==> src/rtl/ss2_target_mux.sv <==
// SimpleSerial2 byte-bus bridge: decodes the host address MSBs into one of
// pNUM_TARGETS register-file channels plus a reserved bridge status register.

module ss2_target_lane (
  input  logic wr_act,
  input  logic rd_act,
  output logic cen,
  output logic rdn,
  output logic wrn
);
  assign cen = ~(wr_act | rd_act);
  assign rdn = ~rd_act;
  assign wrn = ~wr_act;
endmodule

module ss2_target_mux #(
  parameter int pADDR_WIDTH  = 32,
  parameter int pSEL_BITS    = 2,
  parameter int pNUM_TARGETS = 2,
  parameter int pRD_LATENCY  = 2
) (
  input  logic                              clk,
  input  logic                              resetn,
  input  logic [pADDR_WIDTH-1:0]            host_addr,
  input  logic [7:0]                        host_wdata,
  output logic [7:0]                        host_rdata,
  input  logic                              host_rdn,
  input  logic                              host_wrn,
  input  logic                              host_cen,
  output logic [pADDR_WIDTH-pSEL_BITS-1:0]  tgt_addr,
  output logic [7:0]                        tgt_wdata,
  input  logic [8*pNUM_TARGETS-1:0]         tgt_rdata,
  output logic [pNUM_TARGETS-1:0]           tgt_cen,
  output logic [pNUM_TARGETS-1:0]           tgt_rdn,
  output logic [pNUM_TARGETS-1:0]           tgt_wrn,
  output logic                              busy,
  output logic                              error
);
  localparam int LW = pADDR_WIDTH - pSEL_BITS;
  localparam logic [pSEL_BITS-1:0] SEL_RSVD = '1;

  typedef enum logic [1:0] {IDLE, WRITE, READ, HOLD} state_t;

  state_t                            state, state_nxt;
  logic   [pSEL_BITS-1:0]            sel_q;
  logic   [3:0]                      cnt;
  logic                              rd_req, wr_req, bad_req;
  logic                              sel_ok, sel_rsvd, rd_last;
  logic                              err_set, err_clr;
  logic   [7:0]                      rd_byte;
  logic   [pNUM_TARGETS-1:0][7:0]    rdata_v;
  logic   [pNUM_TARGETS-1:0]         wr_act, rd_act;

  assign rdata_v  = tgt_rdata;
  assign rd_req   = ~host_cen & ~host_rdn &  host_wrn;
  assign wr_req   = ~host_cen &  host_rdn & ~host_wrn;
  assign bad_req  = ~host_cen & ~host_rdn & ~host_wrn;
  assign sel_ok   = (32'(sel_q) < pNUM_TARGETS);
  assign sel_rsvd = (sel_q == SEL_RSVD);
  assign rd_last  = (cnt == 4'(pRD_LATENCY - 1));
  assign busy     = (state != IDLE);

  always_comb begin
    rd_byte = '0;
    for (int n = 0; n < pNUM_TARGETS; n++)
      if (sel_q == pSEL_BITS'(n)) rd_byte = rdata_v[n];
  end

  always_comb begin
    state_nxt = state;
    unique case (state)
      IDLE:  if (bad_req) state_nxt = HOLD;
             else if (wr_req) state_nxt = WRITE;
             else if (rd_req) state_nxt = READ;
      WRITE: state_nxt = HOLD;
      READ:  if (rd_last) state_nxt = HOLD;
      HOLD:  if (host_rdn && host_wrn) state_nxt = IDLE;
      default: state_nxt = IDLE;
    endcase
  end

  // Set beats clear if both ever land on the same edge.
  assign err_set = (state == IDLE  && bad_req) ||
                   (state == WRITE && !sel_ok && !sel_rsvd) ||
                   (state == READ  && rd_last && !sel_ok && !sel_rsvd);
  assign err_clr = (state == WRITE) && sel_rsvd;

  always_ff @(posedge clk) begin
    if (!resetn) begin
      state      <= IDLE;
      sel_q      <= '0;
      cnt        <= '0;
      tgt_addr   <= '0;
      tgt_wdata  <= '0;
      host_rdata <= '0;
      error      <= 1'b0;
    end else begin
      state <= state_nxt;
      case (state)
        IDLE: if (rd_req || wr_req) begin
          sel_q     <= host_addr[pADDR_WIDTH-1 -: pSEL_BITS];
          tgt_addr  <= host_addr[LW-1:0];
          tgt_wdata <= host_wdata;
          cnt       <= '0;
        end
        READ: begin
          cnt <= cnt + 4'd1;
          if (rd_last)
            host_rdata <= sel_ok ? rd_byte : (sel_rsvd ? {7'b0, error} : 8'hEE);
        end
        default: ;
      endcase
      if (err_set)      error <= 1'b1;
      else if (err_clr) error <= 1'b0;
    end
  end

  // Strobes decode straight from registered state, so only sel_q's channel can go low.
  for (genvar n = 0; n < pNUM_TARGETS; n++) begin : g_lane
    assign wr_act[n] = (state == WRITE) && (sel_q == pSEL_BITS'(n));
    assign rd_act[n] = (state == READ)  && (sel_q == pSEL_BITS'(n));
    ss2_target_lane u_lane (
      .wr_act (wr_act[n]),
      .rd_act (rd_act[n]),
      .cen    (tgt_cen[n]),
      .rdn    (tgt_rdn[n]),
      .wrn    (tgt_wrn[n])
    );
  end
endmodule

==> config.mk <==
export PLATFORM = sky130hd
export DESIGN_NAME = ss2_target_mux
export DESIGN_NICKNAME = d
export VERILOG_FILES = /design/src/rtl/ss2_target_mux.sv
export SDC_FILE = /design/constraint.sdc
export NUM_CORES = 1
export LEC_CHECK = 0
export CORE_MARGIN = 3
export CORE_UTILIZATION = 50
export CTS_BUF_LIST = sky130_fd_sc_hd__clkbuf_8
export DETAILED_ROUTE_END_ITERATION = 10
export DONT_BUFFER_PORTS = 1
export PLACE_DENSITY = 0.68
export SYNTH_ARGS = -nofsm -noshare
export SYNTH_HDL_FRONTEND = slang
export SYNTH_SLANG_ARGS = --single-unit
==> constraint.sdc <==
create_clock -name clk -period 1.6 [get_ports clk]
set_clock_uncertainty 0.05 [all_clocks]
set_input_delay 0.24 -clock clk [delete_from_list [all_inputs] [get_ports clk]]
set_output_delay 0.24 -clock clk [all_outputs]
set_load 0.02 [all_outputs]
==> key figures, run 1 <==
Status
  • Run status: complete, no violations

Critical path
  • Crit path kind: reg2out
  • CP max FO: 7
  • Crit path launch type: register
  • Crit path DAT: 1.29 ns
  • WP data required: 1.31 ns
  • CP startpoint: state[0]$_SDFFE_PN0P_
  • Reg-to-Reg Start: state[0]$_SDFFE_PN0P_
  • Worst setup EP type: primary output

Die
  • Ports: 115
  • Core area: 0.00479 mm^2
  • DIE AREA: just under 0.006 mm^2
  • Die Ht: 76.7 um
  • # rows: 25
  • Starting density of the core: 52.2%
  • Die Span X: between 70 and 80 um

Final layout
  • Final-stage net count: ~380
  • Non-Filler Instances: 377
  • Ant. Diodes: 0
  • Area delta synth->final: 17.6%
  • Share of cells above drive strength 1: 17.4%
  • Commonest non-fill, non-tap cell in the layout: nand2_1
  • Commonest cells after routing, fill and taps aside: nand2_1 (91), dfxtp_1 (53), a21boi_1 (36)

Power and ir drop
  • Pwr dens: between 1000 and 1500 mW/mm^2
  • Leakage: 1.09 nW
  • Highest ir drop seen on vdd: 0.666 mV

Yosys
  • Post-synthesis net count: 363
  • Proportion of synthesized area in mux cells: 4.46%
  • Distinct cells, synth: 31
  • Xor/xnor share of the synthesized area: less than 1%
  • Cell taking the most area after synthesis: dfxtp_1
  • Synthesized area: roughly 0.0025 mm^2
  • Ys flop type: dfxtp_1
  • Number of synthesized flops with an enable pin: 0
  • Ys async rst share: 0%
  • Adder-cell share of the synthesized area: 3.51%
  • Post-synthesis average cell area: 8.47 um^2
  • Compound-cell area share of the yosys netlist: 19.2%
  • Seq/Total Area, Yosys: 44.1%
  • Largest family of logic cells by synthesized area: simple AND/OR/NAND/NOR gates
  • Yosys reg bits: 55
  • Post-Syn Instances: 295
  • Yosys synthesis warning count: 0
  • Post-Synth Simple-Gate Area: 21.0%
  • Top-area cell type share of the netlist area: 44.1%
  • Area contributors post-synth: dfxtp_1 (44%), nand2_1 (14%), a21boi_0 (11%)

Placed design
  • Pre-CTS setup slack: -0.0607 ns
  • RePlAce Congestion: ~0.78
  • Placed cell count: 359
  • I/O Buffers: 0
  • HPWL Detailed: roughly 3.7 mm

GRT
  • All-layer global routing usage: 18.7%
  • Maximum number of pins on one net before global-route repair: 58
  • First-pass GRT wire length: 9.02 mm
  • Vias in the first global route: between 1,500 and 2,000
  • Initial antenna violation count: 0
  • Total grt overflow: 0

Clock tree
  • CTS H-tree depth: 2
  • Reg clk slew, reported paths: 0.09 ns
  • Clk root buf: clkbuf_8
  • Worst skew pair latency: 0.30 ns
  • Clk buf depth: 2
  • Clk sinks: 55
  • Number of buffers created by CTS: 5
  • TritonCTS clock tree: built

STA
  • RSZ-0062 raised after global routing: true
  • Period utilisation layout: between 90 and 100%
  • Fmax: around 630 MHz
  • Fin crit period: roughly 1.6 ns
  • Worst Max-Slew Pin Slew: ~0.38 ns
  • Setup violators final: 0
  • Final hold vios: 0
  • Slew headroom: 74.6%
  • Fin. max-slew vios: 0
  • PnR worst setup slack: roughly 0.020 ns

Worst hold path
  • Hold Crit Class: in2reg
  • Worst hold start: host_addr[24]

Route
  • Drt pass-1 iters: 3
  • DRC Markers: 0
  • Antenna viol nets, final: 0
  • Vias: 1,954
  • DR WL/cell: 14.9 um
  • Final WL: 5.62 mm
  • DRT iter0 DRCs: 47
  • Drt via density: roughly 5.2

Job
  • MaxCap Viol Count: 0
[final timing paths]
check,endpoint,slack [ns],depth (start not counted)
min,tgt_addr[24]$_SDFFE_PN0P_,0.01,2
min reg2reg,cnt[1]$_SDFFE_PN0P_,0.47,2
max,tgt_cen[0],0.02,5
max reg2reg,tgt_addr[20]$_SDFFE_PN0P_,0.06,9
[report_power, final]
group,internal (W),switching (W)
Sequential,0.00154,0.000268
Clock,0.000453,0.000420
Combinational,0.000734,0.000762
[cells by family (layout without fill, tap and decap cells)]
group | after synthesis | after routing
buffers and inverters | 31 | 46
AOI/OAI and AO/OA | 64 | 64
adders and majority gates | 7 | 7
xor gates and xnor gates | 2 | 2
and+or+nand+nor | 125 | 125
DFF | 55 | 55
muxes | 11 | 11
[metrics by stage]
step	TNS, ns	total power (W)	instance area, um^2	hold slack, ns	util, %
2_1_floorplan	0	0.00268	2520	0.325	-
3_3_place_gp	-0.0284	0.00296	2620	0.326	54.7
3_5_place_dp	-1.14	0.00299	2620	0.333	54.7
4_1_cts	0	0.00401	2800	0.00592	58.6
5_1_grt	-0.0881	0.00443	2940	0.00183	61.4
6_report	0	0.00417	2940	0.0102	61.4
[repair_timing]
action,4_1_cts,5_1_grt
hold buffers,0,3
setup buffers,2,4
resized for setup,19,42
pin swaps,2,3
setup endpoints to repair,47,46
cloned,2,1
endpoints found under the hold margin,0,4
[worst max-delay path, stage by stage (launching register included)]
cell and delay, ns:
dfxtp_2 0.37, inv_4 0.06, buf_6 0.11, ha_4 0.18, o21ai_2 0.15, buf_6 0.13
[sequential cells by signal (all words and copies together) (netlist names)]
name and count:
cnt 4, error 1, host_rdata 8, sel_q 2, state 2, tgt_addr 30
tgt_wdata 8
[metal layers]
metal | global-route usage (%) | share of wire (%) | routed length, um
met1 | 21.9 | 42 | 2350
met2 | 32.1 | 49 | 2780
met3 | 6.69 | 7.8 | 436
met4 | 5.43 | 1.1 | 59
met5 | 0 | 0 | 0
[cells in the mapped netlist (2+ instances only)]
master / n
dfxtp_1: 55
clkbuf_1: 10
nor2_1: 12
nor2b_1: 9
inv_1: 5
a21boi_0: 35
buf_2: 6
a32oi_1: 2
nand3_1: 6
buf_6: 4
a21boi_1: 10
o2bb2ai_1: 6
ha_1: 7
nand3b_1: 3
nand2_1: 91
buf_4: 6
mux2i_1: 10
o21ai_0: 5
[area by class of cell]
class	instances	area (um^2)
clock buffers	5	68.8
multi-input cells	209	1290
flip-flops and latches	55	1100
fillers	427	1850
clock inverters	2	33.8
repair buffers	34	333
inverters	5	23.8
well taps	67	83.8
(Power assumes the default switching activity.)
==> run 2: changes to the inputs <==
==> constraint.sdc (replaced) <==
create_clock -name clk -period 1.6 [get_ports clk]
set_clock_uncertainty 0.05 [all_clocks]
set_input_delay 0.08 -clock clk [delete_from_list [all_inputs] [get_ports clk]]
set_output_delay 0.08 -clock clk [all_outputs]
set_load 0.02 [all_outputs]
==> run 2 against run 1 <==
  * The run now ends with negative hold slack left
  * Via count increased by 7.6%
  * Power decreased by 1.4%
  * Sequential power is essentially flat
  * Wire length increased by 6.0%
  * Cell count grew 9.3%
  * Maximum frequency rose by 3.3%
  * Clock power down 0.5%
==> key figures, run 2 (synthesis gave the netlist of run 1 again) <==
Power and ir drop
  • Psw: 0.00144 W (was 0.00145 W)
  • Highest ir drop seen on vdd: 0.633 mV (was 0.666 mV)
  • Part of the power in the clock network: 21.1% (was 20.9%)
  • Pwr dens: 1260 mW/mm^2 (was 1420 mW/mm^2)
  • Flop pwr share: 43.6% (was 43.2%)
  • Net Sw Frac: 34.9% (was 34.8%)
  • Combinational share of power: 35.2% (was 35.9%)
  • Cell internal pwr: 0.00268 W (was 0.00272 W)
  • Leakage: 1.22 nW (was 1.09 nW)

Final layout
  • Largest Register: tgt_addr (unchanged)
  • Ant. Diodes: 0 (unchanged)
  • Commonest non-fill, non-tap cell in the layout: nand2_1 (unchanged)
  • Commonest cells after routing, fill and taps aside: nand2_1 (90), dfxtp_1 (53), dlygate4sd3_1 (43) (was nand2_1 (91), dfxtp_1 (53), a21boi_1 (36))
  • Design area: 0.00327 mm^2 (was 0.00294 mm^2)
  • Max reg flops: 30 (unchanged)
  • Non-Filler Instances: 412 (was 377)
  • Largest regs: tgt_addr (30), host_rdata (8), tgt_wdata (8) (unchanged)
  • Area delta synth->final: 30.9% (was 17.6%)
  • Share of cells above drive strength 1: 14.5% (was 17.4%)
  • Final-stage net count: 413 (was 378)

Placed design
  • Placed inst area: 0.00261 mm^2 (was 0.00262 mm^2)
  • HPWL Detailed: 3.81 mm (was 3.71 mm)
  • Placed cell count: 358 (was 359)
  • I/O Buffers: 0 (unchanged)
  • RePlAce Congestion: 0.765 (was 0.776)

Die
  • Die Ht: 76.7 um (unchanged)
  • Starting density of the core: 52.2% (unchanged)
  • DIE AREA: 0.00588 mm^2 (unchanged)
  • Die Span X: 76.7 um (unchanged)
  • Ports: 115 (unchanged)
  • # rows: 25 (unchanged)
  • Core area: 0.00479 mm^2 (unchanged)

Status
  • Run status: complete, but fails checks (was complete, no violations)
  • Failing checks: negative hold slack

Route
  • Antenna viol nets, final: 0 (unchanged)
  • Vias: 2,103 (was 1,954)
  • DRC Markers: 0 (unchanged)
  • Drt via density: 5.10 (was 5.18)
  • Drt pass-1 iters: 4 (was 3)
  • Top layer in use: met4 (unchanged)
  • Met1 Wirelength: 2.47 mm (was 2.35 mm)
  • Detailed route wirelength on metal2: 3.05 mm (was 2.78 mm)
  • Final WL: 5.96 mm (was 5.62 mm)
  • DR WL/cell: 14.5 um (was 14.9 um)
  • DRT iter0 DRCs: 74 (was 47)
  • Metal3 WL: 376 um (was 436 um)

GRT
  • First-pass GRT wire length: 9.99 mm (was 9.02 mm)
  • All-layer global routing usage: 20.8% (was 18.7%)
  • Initial antenna violation count: 0 (unchanged)
  • Total grt overflow: 0 (unchanged)
  • Maximum number of pins on one net before global-route repair: 58 (unchanged)
  • Vias in the first global route: 2,081 (was 1,922)

Clock tree
  • Reg clk slew, reported paths: 0.09 ns (about the same)
  • Worst skew pair latency: 0.31 ns (was 0.30 ns)
  • TritonCTS clock tree: built (unchanged)
  • Clk root buf: clkbuf_8 (unchanged)
  • Number of buffers created by CTS: 5 (unchanged)
  • Clk sinks: 55 (unchanged)
  • CTS H-tree depth: 2 (unchanged)
  • Clk buf depth: 2 (unchanged)

STA
  • Hold Worst Slack: -0.00630 ns (was 0.0102 ns)
  • Final hold vios: 1 (was 0)
  • Slew headroom: 71.0% (was 74.6%)
  • Period utilisation layout: 95.6% (was 98.7%)
  • Worst Max-Slew Pin Slew: 0.431 ns (was 0.379 ns)
  • Fmax: 654 MHz (was 633 MHz)
  • Fin. max-slew vios: 0 (unchanged)
  • Fin crit period: 1.53 ns (was 1.58 ns)
  • Setup violators final: 0 (unchanged)
  • RSZ-0062 raised after global routing: true (unchanged)
  • Final setup TNS: 0 ns (unchanged)

Critical path
  • Crit path kind: reg2reg (was reg2out)
  • Worst setup EP type: register (was primary output)
  • Critical-path cell list: inv_4 > ha_4 > inv_4 > buf_4 > nor3_4 > buf_6 > buf_4 > nand2_1 > a21boi_2 (was inv_4 > buf_6 > ha_4 > o21ai_2 > buf_6)
  • Max stage delay cell, worst path: dfxtp_2 (unchanged)
  • WP data required: 1.79 ns (was 1.31 ns)
  • Crit path DAT: 1.72 ns (was 1.29 ns)
  • CP max FO: 6 (was 7)
  • Crit path launch type: register (unchanged)
  • Critical Path Max Stage Delay: 0.34 ns (was 0.37 ns)

Job
  • MaxCap Viol Count: 0 (unchanged)

Worst hold path
  • Hold Crit Class: in2reg (unchanged)
run 2: changes by cell type in the layout (fill, tap and decap cells not counted), moves of 2 or more:
cell,change
dlygate4sd3_1,+40
a21boi_1,-13
a21boi_0,+11
buf_6,-7
a21boi_2,+2
buf_12,+2
ha_2,+2
ha_4,-2
run 2: final timing paths:
kind                          from  slack [ns]  depth (start not counted)                         to
max          state[0]$_SDFFE_PN0P_        0.07                          9  tgt_addr[24]$_SDFFE_PN0P_
min                       host_wrn      -0.006                          3      state[0]$_SDFFE_PN0P_
max reg2reg  state[0]$_SDFFE_PN0P_        0.07                          9  tgt_addr[24]$_SDFFE_PN0P_
min reg2reg    cnt[3]$_SDFFE_PN0P_        0.45                          2        cnt[3]$_SDFFE_PN0P_
run 2: routing by layer:
layer,GRT usage [%],vias up
met5,0,-
met4,5.98,0
met3,5.87,5
met2,36.4,67
met1,24.8,965
li1,-,1066
run 2: through the flow:
step	worst slack (ns)	hold slack, ns	utilization (%)	power, W
after global routing	-0.0207	0.0203	68.3	0.00437
after floorplan	0.0160	0.165	-	0.00268
after detailed placement	-0.0521	0.171	54.6	0.00300
after CTS	0.000699	0.00373	67.1	0.00403
after global placement	-0.0552	0.165	54.6	0.00297
final	0.0707	-0.00630	68.3	0.00412
run 2: cell type report:
| type | count | area [um^2] |
|---|---|---|
| sequential | 55 | 1100 |
| fill | 398 | 1520 |
| timing repair buffer | 69 | 677 |
| multi-input combinational | 209 | 1280 |
| inverter | 5 | 23.8 |
| tap | 67 | 83.8 |
| clock buffer | 5 | 68.8 |
| clock inverter | 2 | 33.8 |
run 2: critical path, delay by kind of cell, from the launching register on:
| family | cells | cell delay, ns |
|---|---|---|
| compound gates | 1 | 0.13 |
| fa+ha+maj | 1 | 0.15 |
| buf+inv | 5 | 0.54 |
| flops | 1 | 0.34 |
| simple gates | 2 | 0.26 |
run 2: power groups by stage:
stage               Combinational (W)  Sequential, W  Clock, W
detailed placement            0.00118        0.00182         0
CTS                           0.00134        0.00179  0.000902
global route                  0.00161        0.00182  0.000944
finish                        0.00145        0.00180  0.000869
global placement              0.00115        0.00181         0
floorplan                    0.000876        0.00180         0
run 2: timing repair:
item,CTS,global route
gates resized for setup,11,33
setup endpoints to repair,52,49
gates cloned,0,0
hold buffers,44,0
setup buffers,2,1
hold endpoints to repair,55,0
pin swaps,1,1
==> run 3: changes to the inputs <==
--- a/config.mk
+++ b/config.mk
@@ -10,7 +10,6 @@
 export CTS_BUF_LIST = sky130_fd_sc_hd__clkbuf_8
 export DETAILED_ROUTE_END_ITERATION = 10
 export DONT_BUFFER_PORTS = 1
-export PLACE_DENSITY = 0.68
 export SYNTH_ARGS = -nofsm -noshare
 export SYNTH_HDL_FRONTEND = slang
 export SYNTH_SLANG_ARGS = --single-unit
==> constraint.sdc (replaced) <==
create_clock -name clk -period 2 [get_ports clk]
set_clock_uncertainty 0.05 [all_clocks]
set_input_delay 0.1 -clock clk [delete_from_list [all_inputs] [get_ports clk]]
set_output_delay 0.1 -clock clk [all_outputs]
set_load 0.02 [all_outputs]
==> run 3 against run 2 <==
  * The run now ends clean
  * Critical path type unchanged
  * Cell count down 3.2%
  * Die area unchanged
  * Register-to-register slack better by 0.13 ns
  * Utilization fell by 4.1 points
  * Clock power shrank 26%
  * Power shrank 28%
  * Final area fell by 5.9%
  * Count of clock-buffer cells in the layout rose by 2
  * Combinational power shrank 39%
==> key figures, run 3 (synthesis gave the netlist of run 1 again) <==
Placed design
  • RePlAce Congestion: 0.779 (was 0.765)
  • HPWL Detailed: 3.62 mm (was 3.81 mm)
  • Placed inst area: 0.00253 mm^2 (was 0.00261 mm^2)
  • I/O Buffers: 0 (unchanged)

Die
  • Core area: 0.00479 mm^2 (unchanged)
  • DIE AREA: 0.00588 mm^2 (unchanged)
  • # rows: 25 (unchanged)
  • Ports: 115 (unchanged)
  • Die Ht: 76.7 um (unchanged)
  • Starting density of the core: 52.2% (unchanged)
  • Die Span X: 76.7 um (unchanged)

GRT
  • All-layer global routing usage: 19.6% (was 20.8%)
  • First-pass GRT wire length: 9.60 mm (was 9.99 mm)
  • Initial antenna violation count: 0 (unchanged)
  • Vias in the first global route: 2,038 (was 2,081)
  • Maximum number of pins on one net before global-route repair: 58 (unchanged)
  • Total grt overflow: 0 (unchanged)

Clock tree
  • Number of buffers created by CTS: 5 (unchanged)
  • Reg clk slew, reported paths: 0.09 ns (about the same)
  • Clk root buf: clkbuf_8 (unchanged)
  • Hold buffers post-CTS: 44 (unchanged)
  • Post-CTS setup buffer count: 0 (was 2)
  • Worst skew pair latency: 0.30 ns (was 0.31 ns)
  • Clk buf depth: 2 (unchanged)
  • TritonCTS clock tree: built (unchanged)
  • CTS H-tree depth: 2 (unchanged)
  • Clk sinks: 55 (unchanged)
  • CTS resizes: 0 (was 11)

Critical path
  • WP data required: 2.18 ns (was 1.79 ns)
  • Worst setup EP type: register (unchanged)
  • Worst R2R Path Depth: 7 (was 9)
  • CP dominant cell by count: inv_1
  • Crit path kind: reg2reg (unchanged)
  • Reg-to-Reg Start: state[0]$_SDFFE_PN0P_ (unchanged)
  • Buf/Inv on CP: 3 (was 5)
  • CP max FO: 5 (was 6)
  • Crit path DAT: 1.98 ns (was 1.72 ns)
  • Top cell family by delay on the critical path: flip-flops (was buffers and inverters)
  • Crit path launch type: register (unchanged)
  • Flop-to-flop setup slack: 0.20 ns (was 0.07 ns)
  • Worst r2r dst: state[0]$_SDFFE_PN0P_ (was tgt_addr[24]$_SDFFE_PN0P_)
  • Critical-path cell list: inv_1 > ha_1 > inv_1 > buf_4 > nor2_1 > a221oi_1 > mux2i_1 (was inv_4 > ha_4 > inv_4 > buf_4 > nor3_4 > buf_6 > buf_4 > nand2_1 > a21boi_2)
  • Max stage delay cell, worst path: dfxtp_1 (was dfxtp_2)
  • Critical Path Max Stage Delay: 0.39 ns (was 0.34 ns)

Job
  • MaxCap Viol Count: 0 (unchanged)

Final layout
  • Ant. Diodes: 0 (unchanged)
  • Max reg flops: 30 (unchanged)
  • Design area: 0.00308 mm^2 (was 0.00327 mm^2)
  • Largest regs: tgt_addr (30), host_rdata (8), tgt_wdata (8) (unchanged)
  • Largest Register: tgt_addr (unchanged)
  • Share of cells above drive strength 1: 6.33% (was 14.5%)
  • Final-stage net count: 399 (was 413)
  • Commonest cells after routing, fill and taps aside: nand2_1 (91), dfxtp_1 (55), dlygate4sd3_1 (43) (was nand2_1 (90), dfxtp_1 (53), dlygate4sd3_1 (43))
  • Area delta synth->final: 23.1% (was 30.9%)
  • Commonest non-fill, non-tap cell in the layout: nand2_1 (unchanged)
  • # fillers: 425 (was 398)

STA
  • Worst Max-Slew Pin Slew: 0.620 ns (was 0.431 ns)
  • Fin. max-slew vios: 0 (unchanged)
  • Final setup TNS: 0 ns (unchanged)
  • Final hold vios: 0 (was 1)
  • Slew headroom: 58.6% (was 71.0%)
  • Setup violators final: 0 (unchanged)
  • Fmax: 556 MHz (was 654 MHz)
  • Period utilisation layout: 89.9% (was 95.6%)
  • RSZ-0062 raised after global routing: false (was true)
  • Fin crit period: 1.80 ns (was 1.53 ns)

Route
  • Final WL: 5.52 mm (was 5.96 mm)
  • Antenna viol nets, final: 0 (unchanged)
  • Drt pass-1 iters: 4 (unchanged)
  • DR WL/cell: 13.8 um (was 14.5 um)
  • Drt via density: 5.09 (was 5.10)
  • DRT iter0 DRCs: 62 (was 74)
  • Vias: 2,032 (was 2,103)
  • DRC Markers: 0 (unchanged)

Worst hold path
  • Worst hold start: tgt_rdata[11] (was host_wrn)
  • Hold Crit Class: in2reg (unchanged)
  • Hold Path Sink: host_rdata[3]$_SDFFE_PN0P_ (was state[0]$_SDFFE_PN0P_)
  • Cells on Worst Hold Path: 3 (unchanged)

Power and ir drop
  • Pwr dens: 968 mW/mm^2 (was 1260 mW/mm^2)
  • Leakage: 1.13 nW (was 1.22 nW)
  • Highest ir drop seen on vdd: 0.569 mV (was 0.633 mV)
  • Overall power: 0.00298 W (was 0.00412 W)

Status
  • Run status: complete, no violations (was complete, but fails checks)
run 3: cell types whose count changed in the layout (fill, tap and decap cells not counted), moves of 3 or more:
cell      change
buf_6         -3
inv_1         +3
a21boi_2      -3
ha_1          +3
a21boi_1     -13
a21boi_0     +16
buf_4         -9
run 3: cell type report:
cell class | count | area, um^2 | share of cell area (%)
Inverter | 5 | 18.8 | 0.610
Timing Repair Buffer | 55 | 546 | 17.7
Tap cell | 67 | 83.8 | 2.72
Sequential cell | 55 | 1100 | 35.8
Clock inverter | 1 | 3.75 | 0.122
Multi-Input combinational cell | 209 | 1230 | 39.9
Clock buffer | 7 | 96.3 | 3.13
run 3: worst max path at each step:
stage          cells past startpoint  slack (ns)                         to                  start
2_1_floorplan                      7        0.30        cnt[3]$_SDFFE_PN0P_  state[0]$_SDFFE_PN0P_
3_3_place_gp                       7        0.23      state[0]$_SDFFE_PN0P_  state[0]$_SDFFE_PN0P_
3_5_place_dp                       7        0.21      state[0]$_SDFFE_PN0P_  state[0]$_SDFFE_PN0P_
4_1_cts                            7        0.18      state[0]$_SDFFE_PN0P_  state[0]$_SDFFE_PN0P_
5_1_grt                            8        0.01  tgt_addr[15]$_SDFFE_PN0P_  state[0]$_SDFFE_PN0P_
6_report                           7        0.20      state[0]$_SDFFE_PN0P_  state[0]$_SDFFE_PN0P_
run 3: layer usage:
| metal | vias to the layer above | routed length [um] | global-route usage (%) |
|---|---|---|---|
| li1 | 1037 | - | - |
| met1 | 914 | 2400 | 23.6 |
| met2 | 74 | 2590 | 32.7 |
| met3 | 7 | 458 | 6.57 |
| met4 | 0 | 73 | 6.34 |
| met5 | - | 0 | 0 |
run 3: power by group:
group | total (W) | switching (W) | leakage (nW) | internal, W
combinational | 0.000887 | 0.000507 | 0.630 | 0.000380
sequential | 0.00144 | 0.000220 | 0.447 | 0.00122
clock | 0.000646 | 0.000335 | 0.0557 | 0.000312
total | 0.00298 | 0.00106 | 1.13 | 0.00192
run 3: per-stage QoR:
stage                     hold slack [ns]  instances  util (%)  setup WS [ns]
final                              0.0287        399      64.3          0.201
after detailed placement            0.190        347      52.8          0.207
after global routing               0.0405        399      64.3         0.0125
after global placement              0.187        347      52.8          0.232
after floorplan                     0.185        295         -          0.296
after CTS                          0.0148        399      64.3          0.183
run 3: tightest hold or removal path: stages:
cell       delay (ns)
o2bb2ai_1        0.09
mux2i_1          0.06
nor2b_1          0.09
